**src/rtl/w_wb_arbiter_pkg.sv**
```systemverilog
// Shared constants and types for the writeback-port arbiter.
package w_wb_arbiter_pkg;

   localparam logic [4:0] REG_ZERO        = 5'd0;
   localparam int unsigned WB_STARVE_LIMIT = 4;

   typedef enum logic [1:0] {
      GNT_NONE = 2'd0,
      GNT_PIPE = 2'd1,
      GNT_BUF  = 2'd2
   } grant_e;

endpackage

```
**src/rtl/w_wb_arbiter_hold_entry.sv**
```systemverilog
// One-entry hold buffer for long-latency results plus the count of cycles
// the entry has been passed over by pipeline writes.
module wb_hold_entry #(
   parameter logic [3:0] LIMIT = 4'd4
) (
   input  logic        clk,
   input  logic        reset,
   input  logic        load,
   input  logic [4:0]  ldAddr,
   input  logic [31:0] ldData,
   input  logic [31:0] ldPc,
   input  logic        drain,
   input  logic        kill,
   input  logic        pipeWon,
   output logic        bufValid,
   output logic [4:0]  bufAddr,
   output logic [31:0] bufData,
   output logic [31:0] bufPc,
   output logic [3:0]  waitCnt
);

   always_ff @(posedge clk or negedge reset) begin
      if (!reset) begin
         bufValid <= 1'b0;
         bufAddr  <= '0;
         bufData  <= '0;
         bufPc    <= '0;
         waitCnt  <= '0;
      end else begin
         // load only happens while empty, so it never races drain/kill
         if (load) begin
            bufValid <= 1'b1;
            bufAddr  <= ldAddr;
            bufData  <= ldData;
            bufPc    <= ldPc;
         end else if (drain || kill) begin
            bufValid <= 1'b0;
         end

         if (!bufValid || drain || kill)
            waitCnt <= '0;
         else if (pipeWon && (waitCnt != LIMIT))
            waitCnt <= waitCnt + 4'd1;
      end
   end

endmodule

```
**src/rtl/w_wb_arbiter.sv**
```systemverilog
// Register-file write-port arbiter: W-stage writes win over the buffered
// long-latency result until starvation forces a pipeline freeze.
module w_wb_arbiter
   import w_wb_arbiter_pkg::*;
#(
   parameter int unsigned STARVE_LIMIT = WB_STARVE_LIMIT
) (
   input  logic        clk,
   input  logic        reset,
   input  logic        w_we,
   input  logic [4:0]  w_addr,
   input  logic [31:0] w_data,
   input  logic [31:0] w_pc,
   input  logic        x_valid,
   output logic        x_ready,
   input  logic [4:0]  x_addr,
   input  logic [31:0] x_data,
   input  logic [31:0] x_pc,
   output logic        stall_req,
   output logic        pend_valid,
   output logic [4:0]  pend_addr,
   output logic [31:0] pend_data,
   output logic        regWriteEn,
   output logic [4:0]  regWriteAddr,
   output logic [31:0] regWriteData,
   output logic [31:0] PC
);

   localparam logic [3:0] LIMIT = 4'(STARVE_LIMIT);

   logic        bufValid;
   logic [4:0]  bufAddr;
   logic [31:0] bufData;
   logic [31:0] bufPc;
   logic [3:0]  waitCnt;
   logic        wLive;
   logic        xLoad;
   logic        drain;
   logic        kill;
   logic        pipeWon;
   grant_e      grant;

   assign wLive     = w_we && (w_addr != REG_ZERO);
   assign stall_req = bufValid && (waitCnt == LIMIT);
   assign x_ready   = !bufValid && reset;
   // $0 results complete the handshake but are never buffered
   assign xLoad     = x_valid && x_ready && (x_addr != REG_ZERO);

   // reset gates the pipeline path; buffer state is already clear then
   always_comb begin
      grant = GNT_NONE;
      if (stall_req)
         grant = GNT_BUF;
      else if (wLive && reset)
         grant = GNT_PIPE;
      else if (bufValid)
         grant = GNT_BUF;
   end

   assign drain   = (grant == GNT_BUF);
   assign pipeWon = (grant == GNT_PIPE);
   assign kill    = pipeWon && bufValid && (w_addr == bufAddr);

   always_comb begin
      regWriteEn   = 1'b0;
      regWriteAddr = '0;
      regWriteData = '0;
      PC           = '0;
      case (grant)
         GNT_PIPE: begin
            regWriteEn   = 1'b1;
            regWriteAddr = w_addr;
            regWriteData = w_data;
            PC           = w_pc;
         end
         GNT_BUF: begin
            regWriteEn   = 1'b1;
            regWriteAddr = bufAddr;
            regWriteData = bufData;
            PC           = bufPc;
         end
         default: ;
      endcase
   end

   wb_hold_entry #(.LIMIT(LIMIT)) u_hold (
      .clk      (clk),
      .reset    (reset),
      .load     (xLoad),
      .ldAddr   (x_addr),
      .ldData   (x_data),
      .ldPc     (x_pc),
      .drain    (drain),
      .kill     (kill),
      .pipeWon  (pipeWon),
      .bufValid (bufValid),
      .bufAddr  (bufAddr),
      .bufData  (bufData),
      .bufPc    (bufPc),
      .waitCnt  (waitCnt)
   );

   assign pend_valid = bufValid;
   assign pend_addr  = bufAddr;
   assign pend_data  = bufData;

endmodule

```
**config.mk**
```make
export PLATFORM = sky130hd
export DESIGN_NAME = w_wb_arbiter
export DESIGN_NICKNAME = d
export VERILOG_FILES = /design/src/rtl/w_wb_arbiter_pkg.sv /design/src/rtl/w_wb_arbiter_hold_entry.sv /design/src/rtl/w_wb_arbiter.sv
export SDC_FILE = /design/constraint.sdc
export NUM_CORES = 1
export LEC_CHECK = 0
export CAP_MARGIN = 20
export CORE_MARGIN = 1
export CORE_UTILIZATION = 40
export CTS_CLUSTER_DIAMETER = 50
export DETAILED_ROUTE_END_ITERATION = 10
export PLACE_DENSITY = 0.88
export SETUP_SLACK_MARGIN = 0.1
export SLEW_MARGIN = 15
export SYNTH_ARGS = -nofsm -noshare
export SYNTH_HDL_FRONTEND = slang
export SYNTH_SLANG_ARGS = --single-unit
```
**constraint.sdc**
```tcl
create_clock -name clk -period 4.9 [get_ports clk]
set_clock_uncertainty 0.15 [all_clocks]
set_input_delay 0.98 -clock clk [delete_from_list [all_inputs] [get_ports clk]]
set_output_delay 0.98 -clock clk [all_outputs]
set_load 0.01 [all_outputs]
```
== Word level (Yosys, flattened, before mapping) ==
Cells that the tools add are included.

* Register bits after elaboration: 74
* Bits in latches: 0
* Bits in writable memories: 0
* ROM bits: 0
* Input port bits: 142
* Output and inout port bits: 110
* Word-level logic and storage cells: 40
* Memories kept: 0

* $add $sub $neg: 1
* Multipliers: 0
* Divide/modulo/power cells: 0
* Order comparisons: 0
* Eq/ne operators: 5
* Shift-type cells: 0
* Muxes and demuxes: 11
* Bitwise operators: 0
* Reductions and logical operators: 18

{| class="wikitable"
|+ Operator list
! kind !! count
|-
| case mux 32 bit (2 select lines) || 2
|-
| case mux 5 bit (2 select lines) || 1
|-
| nonzero test 5 bit || 2
|-
| logical AND 1 bit || 9
|-
| two-way mux 4 bit || 2
|-
| two-way mux 2 bit || 3
|-
| == test 5 bit || 1
|-
| adder 4 x 1 -> 4 bit (second input constant) || 1
|-
| == test 4 x 3 -> 1 bit (second input constant) || 1
|-
| != test 4 x 3 -> 1 bit (second input constant) || 1
|-
| nonzero test 2 bit || 2
|-
| logical OR 1 bit || 3
|-
| two-way mux 1 bit || 3
|-
| == test 2 x 1 -> 1 bit (second input constant) || 1
|-
| == test 2 bit (second input constant) || 1
|-
| OR reduction 2 bit || 1
|-
| logical NOT 1 bit || 1
|}

== Logic depth before layout (Yosys ltp) ==
* Word-level depth: 11
* Gate-level depth with buffers: 12
* Mapped depth without buffers: 11

== Hierarchy ==
Synthesis repeated with hierarchy kept, for this count alone.

* Cell total of the unflattened synthesis: 361
* Area, all modules: 3,920.0 µm²

{| class="wikitable"
|+ By module, submodules not included
! module !! instances !! cells an instance !! area an instance (µm²) !! sequential area each (µm²)
|-
| wb_hold_entry || 1 || 174 || 2,862.7 || 1,851.8
|-
| w_wb_arbiter || 1 || 187 || 1,057.3 || 0.0
|}

== Least setup slack after synthesis ==
Ideal clock, no wire load.

* Kind: input port to output port
* From: in w_addr[2]
* To: out PC[24]
* Data arrival time: 2,776 ps
* Required time: 3,770 ps
* Setup slack: 994 ps
* Stages on the path: 10
* Path buffers: 3
* Cell sequence: nor4_1 a21oi_1 nand3_1 and2_1 ha_1 clkbuf_1 clkbuf_1 buf_1 a22oi_1 nor2_1

* Cells in the longest elaborated chain, start to end: 7
* Elaborated cells between the ends (all ways): 8
* Classes of those cells: eq/ne: 2; mux: 3; reduce/logical: 3

{| class="wikitable"
|+ Ends and longest elaborated chain
! element !! line !! RTL
|-
| start: declaration || w_wb_arbiter.sv:11 || <nowiki>input logic [4:0] w_addr,</nowiki>
|-
| nonzero test 5 bit * || w_wb_arbiter.sv:43 || <nowiki>assign wLive = w_we && (w_addr != REG_ZERO);</nowiki>
|-
| logical AND 1 bit * || w_wb_arbiter.sv:43 ||
|-
| logical AND 1 bit * || w_wb_arbiter.sv:54 || <nowiki>else if (wLive && reset)</nowiki>
|-
| two-way mux 2 bit * || w_wb_arbiter.sv:54 ||
|-
| two-way mux 2 bit * || w_wb_arbiter.sv:52 || <nowiki>if (stall_req)</nowiki>
|-
| == test 2 bit or == test 2 x 1 -> 1 bit (tied branches) || w_wb_arbiter.sv:69 || <nowiki>case (grant)</nowiki>
|-
| case mux 32 bit (2 select lines) * || w_wb_arbiter.sv:69 ||
|-
| end: declaration || w_wb_arbiter.sv:26 || <nowiki>output logic [31:0] PC</nowiki>
|}

Mark *: on every way between the ends. The rest lies on a longest branch, timed or not.

== Final worst setup path ==
* From: in w_addr[2]
* To: out PC[4]

The elaborated chain is that of the path after synthesis.

==> flow_metrics.py <==
metrics = {
    "sta": {
        "slew_violations": 0,
        "setup_viol": 0,
        "max_freq_mhz": 217.3,
        "fin_crit_ns": 4.602,
        "hold_viol": 0,
        "tightest_slew_ns": 0.9395,
        "fin_crit_sh_pct": 93.91,
        "relSlewSlack_pct": 37.37,
        "grt_setup_unrepaired": "no",
        "fin_setup_tns_ns": 0,
    },
    "floorplan": {
        "start_util_pct": 41.69,
        "dieArea_mm2": 0.01012,
        "dieWidth_um": 100.6,
        "ioPinCount": 252,
        "core_mm2": 0.009328,
        "row_count": 35,
        "die_y_um": 100.6,
    },
    "drt": {
        "via_per_inst": 5.156,
        "route.detailed.drc": 0,
        "dr.pass1.iters": 4,
        "drt_wl_total_mm": 12.40,
        "final_antenna_net_count": 0,
        "wl_per_cell_um": 16.80,
        "vias": 3805,
        "first_iter_violations": 104,
    },
    "synthesis": {
        "synth_cell_types": 30,
        "ys_ff_latch": 74,
        "synth_xor_area_share_pct": 0.6757,
        "postSynthAreaPerCell_um2": 10.57,
        "yosysTopAreaCell": "dfrtp_1",
        "yosys_warnings": 0,
        "synth.cells.most_frequent": "dfrtp_1, nor2_1, a22oi_1",
        "synth_compound_gate_area_share_pct": 15.22,
        "synth_area_mm2": 0.003889,
        "synth_cells": 368,
        "async_reset_ff_share_pct": 100.0,
        "yosys.area_share.simple_pct": 11.20,
        "ys_seq_area_share_pct": 47.62,
        "synth.area.mux_share_pct": 18.79,
        "synth_top_family_by_area": "multiplexers",
        "synth.top_cell.area_share_pct": 47.62,
        "yosysMostFrequentCell": "dfrtp_1",
        "synth_edf_count": 0,
        "synth_ff_type": "dfrtp_1",
        "synth_area_leaders": "dfrtp_1, mux2_2, a22oi_1, nor2_1, clkbuf_1",
        "synth-adder-area-share_pct": 1.287,
        "postSynthNetCount": 514,
    },
    "cells_and_area": {
        "area_delta_synth_final_pct": 71.11,
        "drive_above_1_share_pct": 14.29,
        "finish.utilization_pct": 71.33,
        "fin_nets": 750,
        "diodes": 0,
        "fin_cells": 738,
    },
    "worst_setup_path": {
        "required_ns": 3.77,
        "critPathSlowestCell": "clkdlybuf4s50_1",
        "crit_family": "buffers and inverters",
        "worst_ep_arrival_time_ns": 3.47,
        "max_stage_delay_ns": 0.57,
        "worst-path-buf-inv": 3,
        "cpMostUsedCell": "clkdlybuf4s50_1",
        "end_kind": "output port",
        "start_kind": "input pin",
        "critPathMaxFanout": 70,
        "crit_chain": "clkdlybuf4s50_1 -> nor4_1 -> a21oi_1 -> nand3_1 -> and2_1 -> ha_2 -> buf_12 -> a22oi_1 -> nor2_1 -> clkdlybuf4s50_1",
        "crit_type": "input pin to output port",
    },
    "clocking": {
        "cts_root_buf": "clkbuf_8",
        "clk-insertion-delay-late_ns": 0.33,
        "cts.sinks": 74,
        "numCtsBuffers": 9,
        "ctsHoldBuffers": 0,
        "cts.repair.resized": 0,
        "clk_pin_slew_worst_paths_ns": 0.07,
        "cts_setup_buffers": 0,
        "clk_path_buf_depth": 2,
        "cts_htree_levels": 3,
        "cts_tree": "built",
    },
    "place": {
        "place_inst": 722,
        "dp_hpwl_mm": 9.378,
        "gp_congestion": 0.8238,
        "io_buffers": 251,
    },
    "pwr": {
        "p_switching_mw": 1.123,
        "ir_worst_vdd_mv": 0.2475,
        "clockPowerShare_pct": 13.8,
        "sw_frac_of_total_pct": 34.75,
        "intPower_mw": 2.109,
        "power_density_mw_per_mm2": 485.8,
        "combPwrFrac_pct": 50.6,
        "seq_power_share_pct": 35.6,
        "power.leakage_nw": 2.627,
    },
    "flow_run": {
        "drv_cap": 0,
    },
    "run_status": {
        "status": "completed",
    },
    "global_routing": {
        "grt_start_max_net_pins": 77,
        "grt_pass1_vias": 3808,
        "antenna_found_initial": 0,
        "grt_first_pass_wirelength_mm": 19.12,
        "grt_usage_pct": 24.42,
        "gr-total-overflow": 0,
    },
    "hold_path": {
        "hold_class": "flip-flop to flip-flop",
    },
}
cell type report:
cell class                 instances  area (um2)
clock inverter                     3       40.04
sequential                        74        1852
inverter                           8       30.03
multi-input combinational        254        1839
tap                              129       161.4
timing repair buffer             257        2592
clock buffer                      13       138.9
fill                             703        2674
per-stage QoR:
step                      worst slack [ns]  total power, mW  instance area (um2)  hold WS, ns
after floorplan                     0.9943            1.906                 3889       0.3303
after global placement              0.3399            2.740                 6475       0.3426
after detailed placement            0.2918            2.807                 6475       0.3478
after CTS                           0.3087            3.265                 6654       0.3672
after global routing                0.1548            3.445                 6654       0.3854
final                               0.2982            3.233                 6654       0.3634
routing by layer:
metal | global-route usage, % | wire (um) | vias up
met5 | 0 | 0 | -
met4 | 9.365 | 290 | 0
met3 | 6.727 | 989 | 24
met2 | 43.99 | 6524 | 196
met1 | 27.38 | 4594 | 1798
li1 | - | - | 1787
registers in the layout, indices dropped and copies added (netlist names):
signal / cells
u_hold.waitCnt: 4
u_hold.bufAddr: 5
u_hold.bufValid: 1
u_hold.bufData: 32
u_hold.bufPc: 32
power by group through the flow:
stage / logic (mW) / registers, mW / clock network [mW]
global route: 1.76 / 1.19 / 0.489
floorplan: 0.749 / 1.16 / 0
CTS: 1.65 / 1.15 / 0.461
global placement: 1.59 / 1.15 / 0
finish: 1.63 / 1.15 / 0.446
detailed placement: 1.65 / 1.16 / 0
path summary, 6_finish.rpt:
path | start | depth (start not counted) | slack [ns] | to
setup reg to reg | u_hold.waitCnt[0]$_DFFE_PN0P_ | 12 | 1.74 | u_hold.waitCnt[0]$_DFFE_PN0P_
setup / recovery | w_addr[2] | 10 | 0.30 | PC[4]
hold reg to reg | u_hold.bufPc[8]$_DFFE_PN0P_ | 1 | 0.36 | u_hold.bufPc[8]$_DFFE_PN0P_
min in group asynchronous | reset | 2 | 0.74 | u_hold.bufPc[0]$_DFFE_PN0P_
hold / removal | u_hold.bufPc[8]$_DFFE_PN0P_ | 1 | 0.36 | u_hold.bufPc[8]$_DFFE_PN0P_
max in group asynchronous | reset | 2 | 3.25 | u_hold.bufPc[20]$_DFFE_PN0P_
placed cells by master, fill, tap and decap left out, drive strengths merged, types with 2 or more instances in the layout:
| cell type | synthesis | routed |
|---|---|---|
| a21oi | 3 | 3 |
| a22oi | 69 | 69 |
| buf | 8 | 7 |
| clkbuf | 24 | 13 |
| clkdlybuf4s50 | 0 | 250 |
| clkinv | 0 | 2 |
| dfrtp | 74 | 74 |
| ha | 4 | 4 |
| inv | 8 | 8 |
| mux2 | 64 | 64 |
| nand2 | 17 | 17 |
| nand2b | 2 | 2 |
| nand3 | 2 | 2 |
| nor2 | 72 | 72 |
| nor2b | 3 | 3 |
| o21ai | 2 | 2 |
| xnor2 | 3 | 3 |
cell families (layout without fill, tap and decap cells):
kind of cell,count (synthesis),count (layout)
AOI/OAI and AO/OA,78,78
and+or+nand+nor,104,104
buffers and inverters,40,281
xor gates and xnor gates,3,3
adders and majority gates,4,4
muxes,65,65
DFF,74,74
No activity file was read; power rests on OpenSTA's default activity.
